==> src/rtl/seq_sched_pkg.sv <==
// Shared types and defaults for the frame scheduler and its round-robin arbiter.
package seq_sched_pkg;

    localparam int FRAME_W_DEF = 7;
    localparam int CNT_W_DEF   = 3;

    localparam logic SRC0 = 1'b0;
    localparam logic SRC1 = 1'b1;

    typedef enum logic [2:0] {
        ST_IDLE   = 3'd0,
        ST_CLEAR  = 3'd1,
        ST_SHIFT  = 3'd2,
        ST_DRAIN  = 3'd3,
        ST_REPORT = 3'd4
    } state_t;

endpackage

==> src/rtl/rr_arb2.sv <==
// Two-way round-robin arbiter; a tie goes to the requester that did not win last.
module rr_arb2
    import seq_sched_pkg::*;
(
    input  logic       valid0_i,
    input  logic       valid1_i,
    input  logic       last_grant_i,
    input  logic       enable_i,
    output logic [1:0] grant_o,
    output logic       grant_id_o
);

    always_comb begin
        grant_o    = 2'b00;
        grant_id_o = SRC0;
        if (enable_i) begin
            if (valid0_i && valid1_i) begin
                grant_id_o = ~last_grant_i;
            end else if (valid1_i) begin
                grant_id_o = SRC1;
            end else begin
                grant_id_o = SRC0;
            end
            if (valid0_i || valid1_i) begin
                grant_o = (grant_id_o == SRC1) ? 2'b10 : 2'b01;
            end
        end
    end

endmodule

==> src/rtl/seq_frame_scheduler.sv <==
// Shares one bit-serial sequence detector between two requesters: arbitrate, clear,
// shift the frame MSB-first, count det_z hits and hand back count plus source ID.
module seq_frame_scheduler
    import seq_sched_pkg::*;
#(
    parameter int FRAME_W = FRAME_W_DEF,
    parameter int CNT_W   = CNT_W_DEF
)
(
    input  logic               clk,
    input  logic               reset,
    input  logic               req0_valid,
    input  logic [FRAME_W-1:0] req0_frame,
    output logic               req0_ready,
    input  logic               req1_valid,
    input  logic [FRAME_W-1:0] req1_frame,
    output logic               req1_ready,
    output logic               det_clr,
    output logic               det_en,
    output logic               det_bit,
    input  logic               det_z,
    output logic               res_valid,
    input  logic               res_ready,
    output logic [CNT_W-1:0]   res_count,
    output logic               res_src
);

    localparam int IDX_W = $clog2(FRAME_W);
    localparam logic [CNT_W-1:0] CNT_MAX = '1;

    state_t             state_q, state_d;
    logic [FRAME_W-1:0] frame_q, frame_d;
    logic               src_q, src_d;
    logic               last_grant_q, last_grant_d;
    logic [CNT_W-1:0]   cnt_q, cnt_d;
    logic [IDX_W-1:0]   idx_q, idx_d;
    logic               en_d_q;

    logic [1:0] grant;
    logic       grant_id;
    logic       accept;

    // Gating with reset keeps ready low while reset is held, even in IDLE.
    rr_arb2 u_arb (
        .valid0_i     (req0_valid),
        .valid1_i     (req1_valid),
        .last_grant_i (last_grant_q),
        .enable_i     ((state_q == ST_IDLE) && reset),
        .grant_o      (grant),
        .grant_id_o   (grant_id)
    );

    assign accept = |grant;

    always_ff @(posedge clk or negedge reset) begin
        if (!reset) begin
            state_q <= ST_IDLE;
        end else begin
            state_q <= state_d;
        end
    end

    always_comb begin
        state_d = state_q;
        case (state_q)
            ST_IDLE:   if (accept) state_d = ST_CLEAR;
            ST_CLEAR:  state_d = ST_SHIFT;
            ST_SHIFT:  if (idx_q == '0) state_d = ST_DRAIN;
            ST_DRAIN:  state_d = ST_REPORT;
            ST_REPORT: if (res_ready) state_d = ST_IDLE;
            default:   state_d = ST_IDLE;
        endcase
    end

    always_comb begin
        req0_ready = grant[0];
        req1_ready = grant[1];
        det_clr    = (state_q == ST_CLEAR);
        det_en     = (state_q == ST_SHIFT);
        det_bit    = (state_q == ST_SHIFT) & frame_q[idx_q];
        res_valid  = (state_q == ST_REPORT);
        res_count  = cnt_q;
        res_src    = src_q;
    end

    // det_z lags det_en by one cycle, so hits are qualified with the delayed enable.
    always_comb begin
        frame_d      = frame_q;
        src_d        = src_q;
        last_grant_d = last_grant_q;
        cnt_d        = cnt_q;
        idx_d        = idx_q;
        if (accept) begin
            frame_d      = grant_id ? req1_frame : req0_frame;
            src_d        = grant_id;
            last_grant_d = grant_id;
            cnt_d        = '0;
        end else if (en_d_q && det_z && (cnt_q != CNT_MAX)) begin
            cnt_d = cnt_q + 1'b1;
        end
        if (state_q == ST_CLEAR) begin
            idx_d = IDX_W'(FRAME_W - 1);
        end else if ((state_q == ST_SHIFT) && (idx_q != '0)) begin
            idx_d = idx_q - 1'b1;
        end
    end

    always_ff @(posedge clk or negedge reset) begin
        if (!reset) begin
            frame_q      <= '0;
            src_q        <= SRC0;
            last_grant_q <= SRC1;
            cnt_q        <= '0;
            idx_q        <= '0;
            en_d_q       <= 1'b0;
        end else begin
            frame_q      <= frame_d;
            src_q        <= src_d;
            last_grant_q <= last_grant_d;
            cnt_q        <= cnt_d;
            idx_q        <= idx_d;
            en_d_q       <= det_en;
        end
    end

endmodule
==> config.mk <==
export PLATFORM = sky130hd
export DESIGN_NAME = seq_frame_scheduler
export DESIGN_NICKNAME = d
export VERILOG_FILES = /design/src/rtl/seq_sched_pkg.sv /design/src/rtl/rr_arb2.sv /design/src/rtl/seq_frame_scheduler.sv
export SDC_FILE = /design/constraint.sdc
export NUM_CORES = 1
export LEC_CHECK = 0
export BUFFER_PORTS_ARGS = -buffer_cell sky130_fd_sc_hd__buf_2
export CAP_MARGIN = 20
export CELL_PAD_IN_SITES_DETAIL_PLACEMENT = 1
export CELL_PAD_IN_SITES_GLOBAL_PLACEMENT = 2
export CORE_MARGIN = 3
export CORE_UTILIZATION = 30
export DETAILED_ROUTE_END_ITERATION = 12
export PLACE_DENSITY = 0.88
export SETUP_SLACK_MARGIN = 0.3
export SKIP_LAST_GASP = 1
export SLEW_MARGIN = 0
export SYNTH_ARGS = -nofsm -noshare
export SYNTH_HDL_FRONTEND = slang
export SYNTH_HIERARCHICAL = 1
export SYNTH_SLANG_ARGS = --single-unit
==> constraint.sdc <==
create_clock -name clk -period 2.5 [get_ports clk]
set_input_delay 0.125 -clock clk [delete_from_list [all_inputs] [get_ports clk]]
set_output_delay 0.125 -clock clk [all_outputs]
set_load 0.05 [all_outputs]
== Yosys cells after proc, flatten, opt, wreduce, memory -nomap -nowiden ==
Index checks and enable logic that the tools add are counted.
Storage, ports and cells
  register bits after elaboration: 19
  input port bits: 20
  output and inout port bits: 10
  logic and storage cells: 51
Cells by class
  add/sub/neg operators: 2
  magnitude comparators: 1
  eq/ne operators: 8
  multiplexer cells: 18
  bitwise gates (word level): 2
  reductions and logical operators: 13
Operators with widths (count)
  $mux W3: 7
  $pmux W3 S5: 1
  $mux W7: 1
  $eq A3 B2 Y1 const B: 2
  $logic_not A3 Y1: 2
  $mux W2: 3
  $logic_and A1 B1 Y1: 5
  $mux W1: 5
  $lt A3 B4 Y1 const B: 1
  $ne A2 B1 Y1 const B: 2
  $reduce_bool A2 Y1: 2
  $add A3 B1 Y3 const B: 1
  $bmux W1 S3: 1
  $eq A3 B1 Y1 const B: 1
  $eq A3 B3 Y1 const B: 1
  $ne A3 B3 Y1 const B: 1
  $reduce_and A3 Y1: 1
  $reduce_bool A3 Y1: 1
  $sub A3 B1 Y3 const B: 1
  $ne A2 B2 Y1 const B: 1
  $reduce_or A2 Y1: 1
  $and A1 B1 Y1: 1
  $logic_or A1 B1 Y1: 1
  $not A1 Y1: 1

== Logic depth before layout (Yosys ltp) ==
Gate-level depths: netlist (run 1).
  depth after elaboration: 9
  mapped depth: 7
  mapped depth without buffers: 6

== Cells and area by module ==
The synthesis (run 1) kept the hierarchy.
By module, submodules not included
  seq_frame_scheduler: times used 1, cells an instance 90, area each 947.2 µm², sequential area each 476.7 µm²
  rr_arb2: times used 1, cells an instance 6, area each 26.3 µm², sequential area each 0.0 µm²

== Worst setup path before layout (run 1) ==
Ideal clock, no wire load.
  kind: reg-to-reg
  start point: reg state_q[1]
  end point: reg last_grant_q
  setup time: 0.079 ns
  data arrival time: 2.354 ns
  required time: 2.421 ns
  slack: 0.068 ns
  stages on the path, launching flop included: 8
  buffers on the path: 1
  period minus slack after synthesis: 2.432 ns
  path through: dfrtp_1 -> nor4b_1 -> nand2_1 -> a21oi_1 -> or2_2 -> clkbuf_1 -> nand2_1 -> o21ai_0
Between the ends
  longest elaborated chain between the ends: 4
  elaborated cells on any way between the ends: 5
  those cells by class: mux: 2; reduce/logical: 3
RTL lines
  start: declaration: line seq_frame_scheduler.sv:31  | state_t state_q, state_d;
  start signal: assignment: line seq_frame_scheduler.sv:59  | state_q <= state_d;
  $logic_not A3 Y1: line seq_frame_scheduler.sv:48  | .enable_i ((state_q == ST_IDLE) && reset),
  $logic_and A1 B1 Y1: line seq_frame_scheduler.sv:48
  $mux W2: line rr_arb2.sv:16  | if (enable_i) begin
  named net req1_ready: line seq_frame_scheduler.sv:17  | output logic req1_ready,
  $reduce_or A2 Y1: line seq_frame_scheduler.sv:53  | assign accept = |grant;
  end signal: assignment: line seq_frame_scheduler.sv:119  | last_grant_q <= last_grant_d;
  end: declaration: line seq_frame_scheduler.sv:34  | logic last_grant_q, last_grant_d;
The timed path passes the listed nets, and every way through them passes these cells.
A chain may end at the register's enable or synchronous reset.

== Worst setup path after layout (run 1) ==
  start point: reg state_q[2]
  end point: out det_bit
Between the ends
  longest elaborated chain between the ends: 2
RTL lines
  $eq A3 B2 Y1: line seq_frame_scheduler.sv:80  | det_bit = (state_q == ST_SHIFT) & frame_q[idx_q];
  $and A1 B1 Y1: line seq_frame_scheduler.sv:80
  end: declaration: line seq_frame_scheduler.sv:20  | output logic det_bit,
No other way between the ends.

==> results.py, run 1 <==
metrics = {
    "timing": {
        "finClkSkew_ns": 0.000761,
        "setup_tns_ns": 0,
        "setup_ws_ns": 0.480,
        "hold_viol": 0,
        "final_max_slew_viol_count": 0,
        "slew_headroom_pct": 74.6,
        "fin_crit_sh_pct": 80.8,
        "rsz0062_at_grt": "false",
        "finalSetupViolations": 0,
        "worstMarginPinSlew_ns": 0.376,
        "fin_crit_ns": 2.02,
        "max_clock_freq_mhz": 495,
    },
    "setup_path": {
        "crit_path_end_kind": "primary output",
        "cp_slowest_cell": "or3b_1",
        "critPathArrivalTime_ns": 1.90,
        "slowest_delay_ns": 0.49,
        "r2r-end": "state_q[0]",
        "r2r_slack_ns": 0.69,
        "path_depth": 5,
        "critPathLaunchType": "flop",
        "reg2reg_depth": 6,
        "r2r_start": "state_q[1]",
        "crit_chain": "or3b_1 > inv_1 > o21ai_0 > a31oi_2 > clkbuf_4",
        "worstPathMaxFanout": 7,
        "critPathTopFamily": "simple AND/OR/NAND/NOR gates",
        "worst_ep_required_time_ns": 2.38,
        "path_buf_inv": 2,
        "path_class": "flop to primary output",
    },
    "final_layout": {
        "area_delta_synth_final_pct": 26.0,
        "regArea_um2": 477,
        "final_area_um2": 1230,
        "n_antenna_cell": 0,
        "nNetsFinal": 153,
        "drive_gt1_share_pct": 32.8,
        "nFillCells": 357,
        "multiInputGateArea_um2": 464,
    },
    "pwr": {
        "leakagePower_nw": 0.608,
        "peakVddDrop_v": 0.000352,
        "p_per_area_nw_per_um2": 1140,
    },
    "worst_hold_path": {
        "worstHoldPathCells": 3,
        "holdPathEnd": "state_q[2]",
        "min_from": "res_ready",
        "hold_path_class": "primary input to flop",
    },
    "grt": {
        "grt_max_degree": 22,
        "track_usage_pct": 11.2,
        "grt_pass1_wl_um": 3530,
        "antenna_found_initial": 0,
        "grt_overflow": 0,
        "first_global_vias": 844,
    },
    "route": {
        "vias": 808,
        "drt-wirelength-per-cell_um": 11.7,
        "vias_per_cell": 4.70,
        "first_pass_iters": 4,
        "drcViolationCount": 0,
        "drtAntennaViolNets": 0,
        "routed_wl_um": 2010,
        "drt_iter0_drc": 7,
    },
    "yosys": {
        "yosysWarningCount": 6,
        "synthTopCellsByCount": "18 x dfrtp_1, 11 x a21oi_1, 10 x mux2i_1, 10 x nor2_1, 8 x inv_1",
        "synth-seq-cells": 19,
        "synthArstFlopShare_pct": 100,
        "synth_area_leaders": "dfrtp_1 46%, mux2i_1 10%, a21oi_1 5.7%, ha_1 5.1%, nor2_1 3.9%",
        "synth_area_per_cell_um2": 10.1,
        "yosysMostFrequentCell": "dfrtp_1",
        "syn_area_um2": 973,
        "ys_seq_area_share_pct": 49.0,
        "synthFlopType": "dfrtp_1",
        "synth_cell_types": 27,
        "synth_edf_count": 0,
        "synth_top_cell_area_share_pct": 46.3,
        "syn_inst": 96,
        "syn_nets": 120,
        "synth_area_leader_cell": "dfrtp_1",
    },
    "floorplan": {
        "die_h_um": 63.0,
        "io_pins": 30,
        "core_um2": 3080,
        "initial_utilization_pct": 31.6,
        "fp.dieW_um": 63.0,
        "placementRows": 20,
        "die-area_um2": 3960,
    },
    "clock_tree": {
        "clk_pin_slew_ns": 0.10,
        "cts.sinks": 19,
        "cts_tree": "built",
        "htree_num_levels": 1,
        "cts_buffers": 3,
        "clk_latency_ns": 0.29,
        "cts_buffer_depth": 2,
        "ctsRootBufferMaster": "clkbuf_4",
    },
    "placed_design": {
        "io_buffers": 29,
        "gp_congestion": 0.718,
        "dp_hpwl_um": 1610,
        "postPlaceCellArea_um2": 1190,
        "dp_slack_ns": 0.688,
    },
    "flow_run": {
        "max-cap-violations": 0,
    },
    "status": {
        "status": "finished clean",
    },
}
-- metrics by stage --
stage | hold slack (ns) | cells | total power (W) | util [%]
6_report | 0.115 | 172 | 0.00139 | 39.8
5_1_grt | 0.114 | 172 | 0.00152 | 39.8
4_1_cts | 0.108 | 172 | 0.00142 | 39.8
3_5_place_dp | 0.144 | 167 | 0.00126 | 38.5
3_3_place_gp | 0.143 | 167 | 0.00123 | 38.5
2_1_floorplan | -0.171 | 96 | 0.00109 | -
-- where the power goes --
part           internal, W  switching [W]  total (W)
logic             0.000259       0.000436   0.000695
clock network    0.0000596      0.0000922   0.000152
registers         0.000440       0.000106   0.000547
-- placed cells by master (no fill, tap or decap), types with 4 or more instances in the layout --
cell	synthesis	final
inv_1	8	8
o21ai_0	5	5
nand2_1	6	6
nor2_1	10	10
dfrtp_1	18	18
clkbuf_4	0	4
ha_1	4	4
a21oi_1	11	9
buf_2	1	28
mux2i_1	10	10
-- layer usage --
| layer | vias up | routed length (µm) | part of all wire (%) | track usage (%) |
|---|---|---|---|---|
| met5 | - | 0 | 0 | 0 |
| met3 | 6 | 75 | 3.7 | 1.44 |
| met4 | 0 | 93 | 4.6 | 9.09 |
| li1 | 400 | - | - | - |
| met1 | 384 | 871 | 43 | 12.5 |
| met2 | 18 | 967 | 48 | 18.8 |
-- repair_timing --
item                                    CTS  global route
buffers inserted                          0             0
gates resized for setup                   0             1
hold buffers                              1             0
endpoints found under the setup margin    0             1
endpoints found under the hold margin    18             0
-- registers in the layout, indices dropped and copies added (netlist names) --
register / flops
en_d_q: 1
res_count: 3
state_q: 3
last_grant_q: 1
idx_q: 3
res_src: 1
frame_q: 7
-- layout make-up --
cell class,instances,share of cell area (%)
clock buffers,3,1.84
clock inverters,1,0.408
inverters,8,2.45
multi-input cells,65,37.9
flip-flops and latches,19,38.9
well taps,44,4.49
repair buffers,32,14.1
-- logic make-up (layout without fill, tap and decap cells) --
logic type               after synthesis  after routing  share of synthesized area (%)
flip-flops                            19             19                           49.0
AND/OR/NAND/NOR                       28             28                           14.9
XOR/XNOR                               1              1                          0.900
AO/OA/AOI/OAI                         20             20                           11.6
multiplexers                          12             12                           13.8
buffers and inverters                 12             44                           4.76
adder cells (fa/ha/maj)                4              4                           5.14
-- worst register-to-register path: stages, from the launching register on --
cell	delay, ns
dfrtp_1	0.45
nor4b_1	0.41
nand2_1	0.15
a21oi_2	0.13
or2_2	0.35
mux2i_1	0.12
nor3_1	0.13
-- worst max-delay path by stage --
stage	start	to	slack (ns)
finish	state_q[2]	det_bit	0.48
global route	state_q[1]	det_bit	0.30
CTS	state_q[1]	det_bit	0.42
detailed placement	state_q[1]	state_q[0]	0.69
global placement	state_q[1]	state_q[0]	0.75
floorplan	state_q[2]	det_bit	0.38
(Power assumes the default switching activity.)
==> run 2, diff against run 1 <==
--- a/config.mk
+++ b/config.mk
@@ -5,14 +5,15 @@
 export SDC_FILE = /design/constraint.sdc
 export NUM_CORES = 1
 export LEC_CHECK = 0
+export ABC_AREA = 1
 export BUFFER_PORTS_ARGS = -buffer_cell sky130_fd_sc_hd__buf_2
 export CAP_MARGIN = 20
 export CELL_PAD_IN_SITES_DETAIL_PLACEMENT = 1
 export CELL_PAD_IN_SITES_GLOBAL_PLACEMENT = 2
 export CORE_MARGIN = 3
-export CORE_UTILIZATION = 30
+export CORE_UTILIZATION = 26
 export DETAILED_ROUTE_END_ITERATION = 12
-export PLACE_DENSITY = 0.88
+export PLACE_DENSITY = 0.85
 export SETUP_SLACK_MARGIN = 0.3
 export SKIP_LAST_GASP = 1
 export SLEW_MARGIN = 0
==> constraint.sdc (replaced) <==
create_clock -name clk -period 1.8 [get_ports clk]
set_input_delay 0.09 -clock clk [delete_from_list [all_inputs] [get_ports clk]]
set_output_delay 0.09 -clock clk [all_outputs]
set_load 0.05 [all_outputs]
==> results.py, run 2 <==
metrics = {
    "status": {
        "status": "finished clean",
    },
    "timing": {
        "max_clock_freq_mhz": 611,
        "slew_headroom_pct": 83.2,
        "fin_crit_sh_pct": 90.9,
        "finClkSkew_ns": 0.00434,
        "setup_tns_ns": 0,
        "worstMarginPinSlew_ns": 0.252,
        "setup_ws_ns": 0.163,
        "hold_viol": 0,
        "rsz0062_at_grt": "true",
        "finalSetupViolations": 0,
        "final_max_slew_viol_count": 0,
        "fin_crit_ns": 1.64,
    },
    "yosys": {
        "synth_cell_types": 28,
        "syn_inst": 135,
        "synth_area_leaders": "dfrtp_1 42%, nand2_1 13%, inv_1 5.9%, ha_1 4.6%, nand3_1 3.7%",
        "synth-seq-cells": 19,
        "synth_edf_count": 0,
        "yosys.area_share.xor_xnor_pct": 0.811,
        "syn_area_um2": 1080,
        "synthTopCellsByCount": "37 x nand2_1, 18 x dfrtp_1, 17 x inv_1",
        "synth_top_cell_area_share_pct": 41.7,
        "synth_area_leader_cell": "dfrtp_1",
        "yosysWarningCount": 6,
        "yosys.area_share.adder_pct": 4.63,
        "synth-compound-area-share_pct": 10.9,
        "ys_seq_area_share_pct": 44.1,
        "synthFlopType": "dfrtp_1",
        "yosysMostFrequentCell": "nand2_1",
        "syn_nets": 159,
        "synth_area_per_cell_um2": 8.00,
        "synth_top_family_by_area": "simple AND/OR/NAND/NOR gates",
        "synth-simple-area-share_pct": 29.8,
        "synthArstFlopShare_pct": 100,
        "synth_mux_area_share_pct": 0,
    },
    "final_layout": {
        "final_cell_mix": "29 x nand2_1, 26 x buf_2, 17 x dfrtp_1, 16 x inv_1, 11 x buf_4",
        "multiInputGateArea_um2": 594,
        "final_common_cell": "nand2_1",
        "nNetsFinal": 211,
        "instances_no_fill": 234,
        "largest-register": "frame_q",
        "area_delta_synth_final_pct": 51.0,
        "n_antenna_cell": 0,
        "drive_gt1_share_pct": 44.6,
        "nFillCells": 469,
        "regArea_um2": 478,
        "largest_reg_flops": 7,
    },
    "route": {
        "vias": 1080,
        "drcViolationCount": 0,
        "drt_iter0_drc": 42,
        "first_pass_iters": 4,
        "drt-wirelength-per-cell_um": 13.6,
        "routed_wl_um": 3170,
        "drtAntennaViolNets": 0,
        "vias_per_cell": 4.62,
    },
    "clock_tree": {
        "htree_num_levels": 1,
        "cts_buffers": 3,
        "ctsRootBufferMaster": "clkbuf_8",
        "clk_pin_slew_ns": 0.07,
        "cts.sinks": 19,
        "cts_tree": "built",
        "clk_latency_ns": 0.25,
        "cts_buffer_depth": 2,
    },
    "placed_design": {
        "gp_congestion": 0.761,
        "io_buffers": 29,
        "dp_hpwl_um": 2270,
        "dp_slack_ns": 0.0880,
        "dp.cells": 213,
    },
    "pwr": {
        "finalPower_w": 0.00287,
        "seqPwrFrac_pct": 27.6,
        "p_per_area_nw_per_um2": 1760,
        "pwr-share-comb_pct": 62.0,
        "peakVddDrop_v": 0.00102,
        "p_sw_share_pct": 47.9,
        "switchingPower_w": 0.00137,
        "cellInternalPower_w": 0.00150,
        "p_clk_share_pct": 10.3,
        "leakagePower_nw": 0.862,
    },
    "grt": {
        "grt_overflow": 0,
        "track_usage_pct": 13.0,
        "grt_max_degree": 20,
        "first_global_vias": 1147,
        "antenna_found_initial": 0,
        "grt_pass1_wl_um": 5200,
    },
    "setup_path": {
        "path_class": "flop to primary output",
        "cp_slowest_cell": "dfrtp_1",
        "worstPathMaxFanout": 4,
        "crit_chain": "inv_2 > nand2_8 > buf_4 > buf_6 > nor2_8 > nand2_2 > nor2_2 > buf_6",
        "crit_path_end_kind": "primary output",
        "worst_ep_required_time_ns": 1.71,
        "critPathArrivalTime_ns": 1.55,
        "cp_common_cell": "buf_6",
        "critPathLaunchType": "flop",
        "critPathTopFamily": "buffers and inverters",
        "slowest_delay_ns": 0.39,
        "path_buf_inv": 4,
    },
    "floorplan": {
        "initial_utilization_pct": 28.2,
        "die-area_um2": 4960,
        "io_pins": 30,
        "placementRows": 22,
        "fp.dieW_um": 70.4,
        "core_um2": 3830,
        "die_h_um": 70.4,
    },
    "worst_hold_path": {
        "hold_path_class": "primary input to flop",
    },
    "flow_run": {
        "max-cap-violations": 0,
    },
}
run 2: power groups by stage:
stage / registers, W / clock network [W] / logic [W]
final: 0.000793 / 0.000296 / 0.00178
after global routing: 0.000823 / 0.000329 / 0.00196
after floorplan: 0.000872 / 0 / 0.000961
after global placement: 0.000782 / 0 / 0.00131
after CTS: 0.000789 / 0.000305 / 0.00157
after detailed placement: 0.000796 / 0 / 0.00137
run 2: cells by family after synthesis:
family                   Yosys count
AND/OR/NAND/NOR                   65
buffers and inverters             25
AO/OA/AOI/OAI                     21
flip-flops                        19
adder cells (fa/ha/maj)            4
XOR/XNOR                           1
run 2: area by class of cell:
class	count	area share [%]
multi-input combinational	91	36.5
sequential	19	29.3
timing repair buffer	50	22.2
inverter	22	5.53
tap	48	3.68
clock buffer	3	2.53
clock inverter	1	0.307
run 2: final timing paths:
| kind | start | depth (start not counted) | end | slack [ns] |
|---|---|---|---|---|
| min reg2reg | res_src | 2 | res_src | 0.48 |
| max | state_q[0] | 8 | det_bit | 0.16 |
| min in group asynchronous | reset | 3 | res_src | 0.36 |
| min | req0_frame[2] | 3 | frame_q[2] | 0.09 |
| max reg2reg | state_q[0] | 10 | state_q[0] | 0.20 |
| max in group asynchronous | reset | 3 | last_grant_q | 1.17 |
run 2: metrics by stage:
| stage | hold slack (ns) | cell area (µm²) | util (%) |
|---|---|---|---|
| floorplan | -0.206 | 1120 | - |
| global placement | 0.0901 | 1330 | 34.7 |
| detailed placement | 0.100 | 1330 | 34.7 |
| CTS | 0.0870 | 1500 | 39.2 |
| global route | 0.108 | 1630 | 42.6 |
| finish | 0.0910 | 1630 | 42.6 |
run 2: routing by layer:
metal  track usage, %  up-vias  share of wire [%]
met5                0        -                  0
met4             4.47        0                1.7
met3             2.59        4                3.2
met2             23.8       18                 55
met1             14.8      522                 40
li1                 -      536                  -
run 2: timing repair:
item	in CTS	in global routing
resized for setup	19	21
buffers inserted	6	8
hold buffers	1	0
cloned	1	1
endpoints found under the hold margin	18	0
pin swaps	6	15
endpoints found under the setup margin	16	18
run 2: worst register-to-register path, stage by stage, from the launching register on:
cell and delay [ns]:
dfrtp_1 0.39, inv_2 0.11, nand2_8 0.06, nor3b_4 0.21, nand2_2 0.12, a21oi_4 0.19, nor2_4 0.07, buf_6 0.14
nand4_1 0.10, nand3_2 0.08, nor2_2 0.08
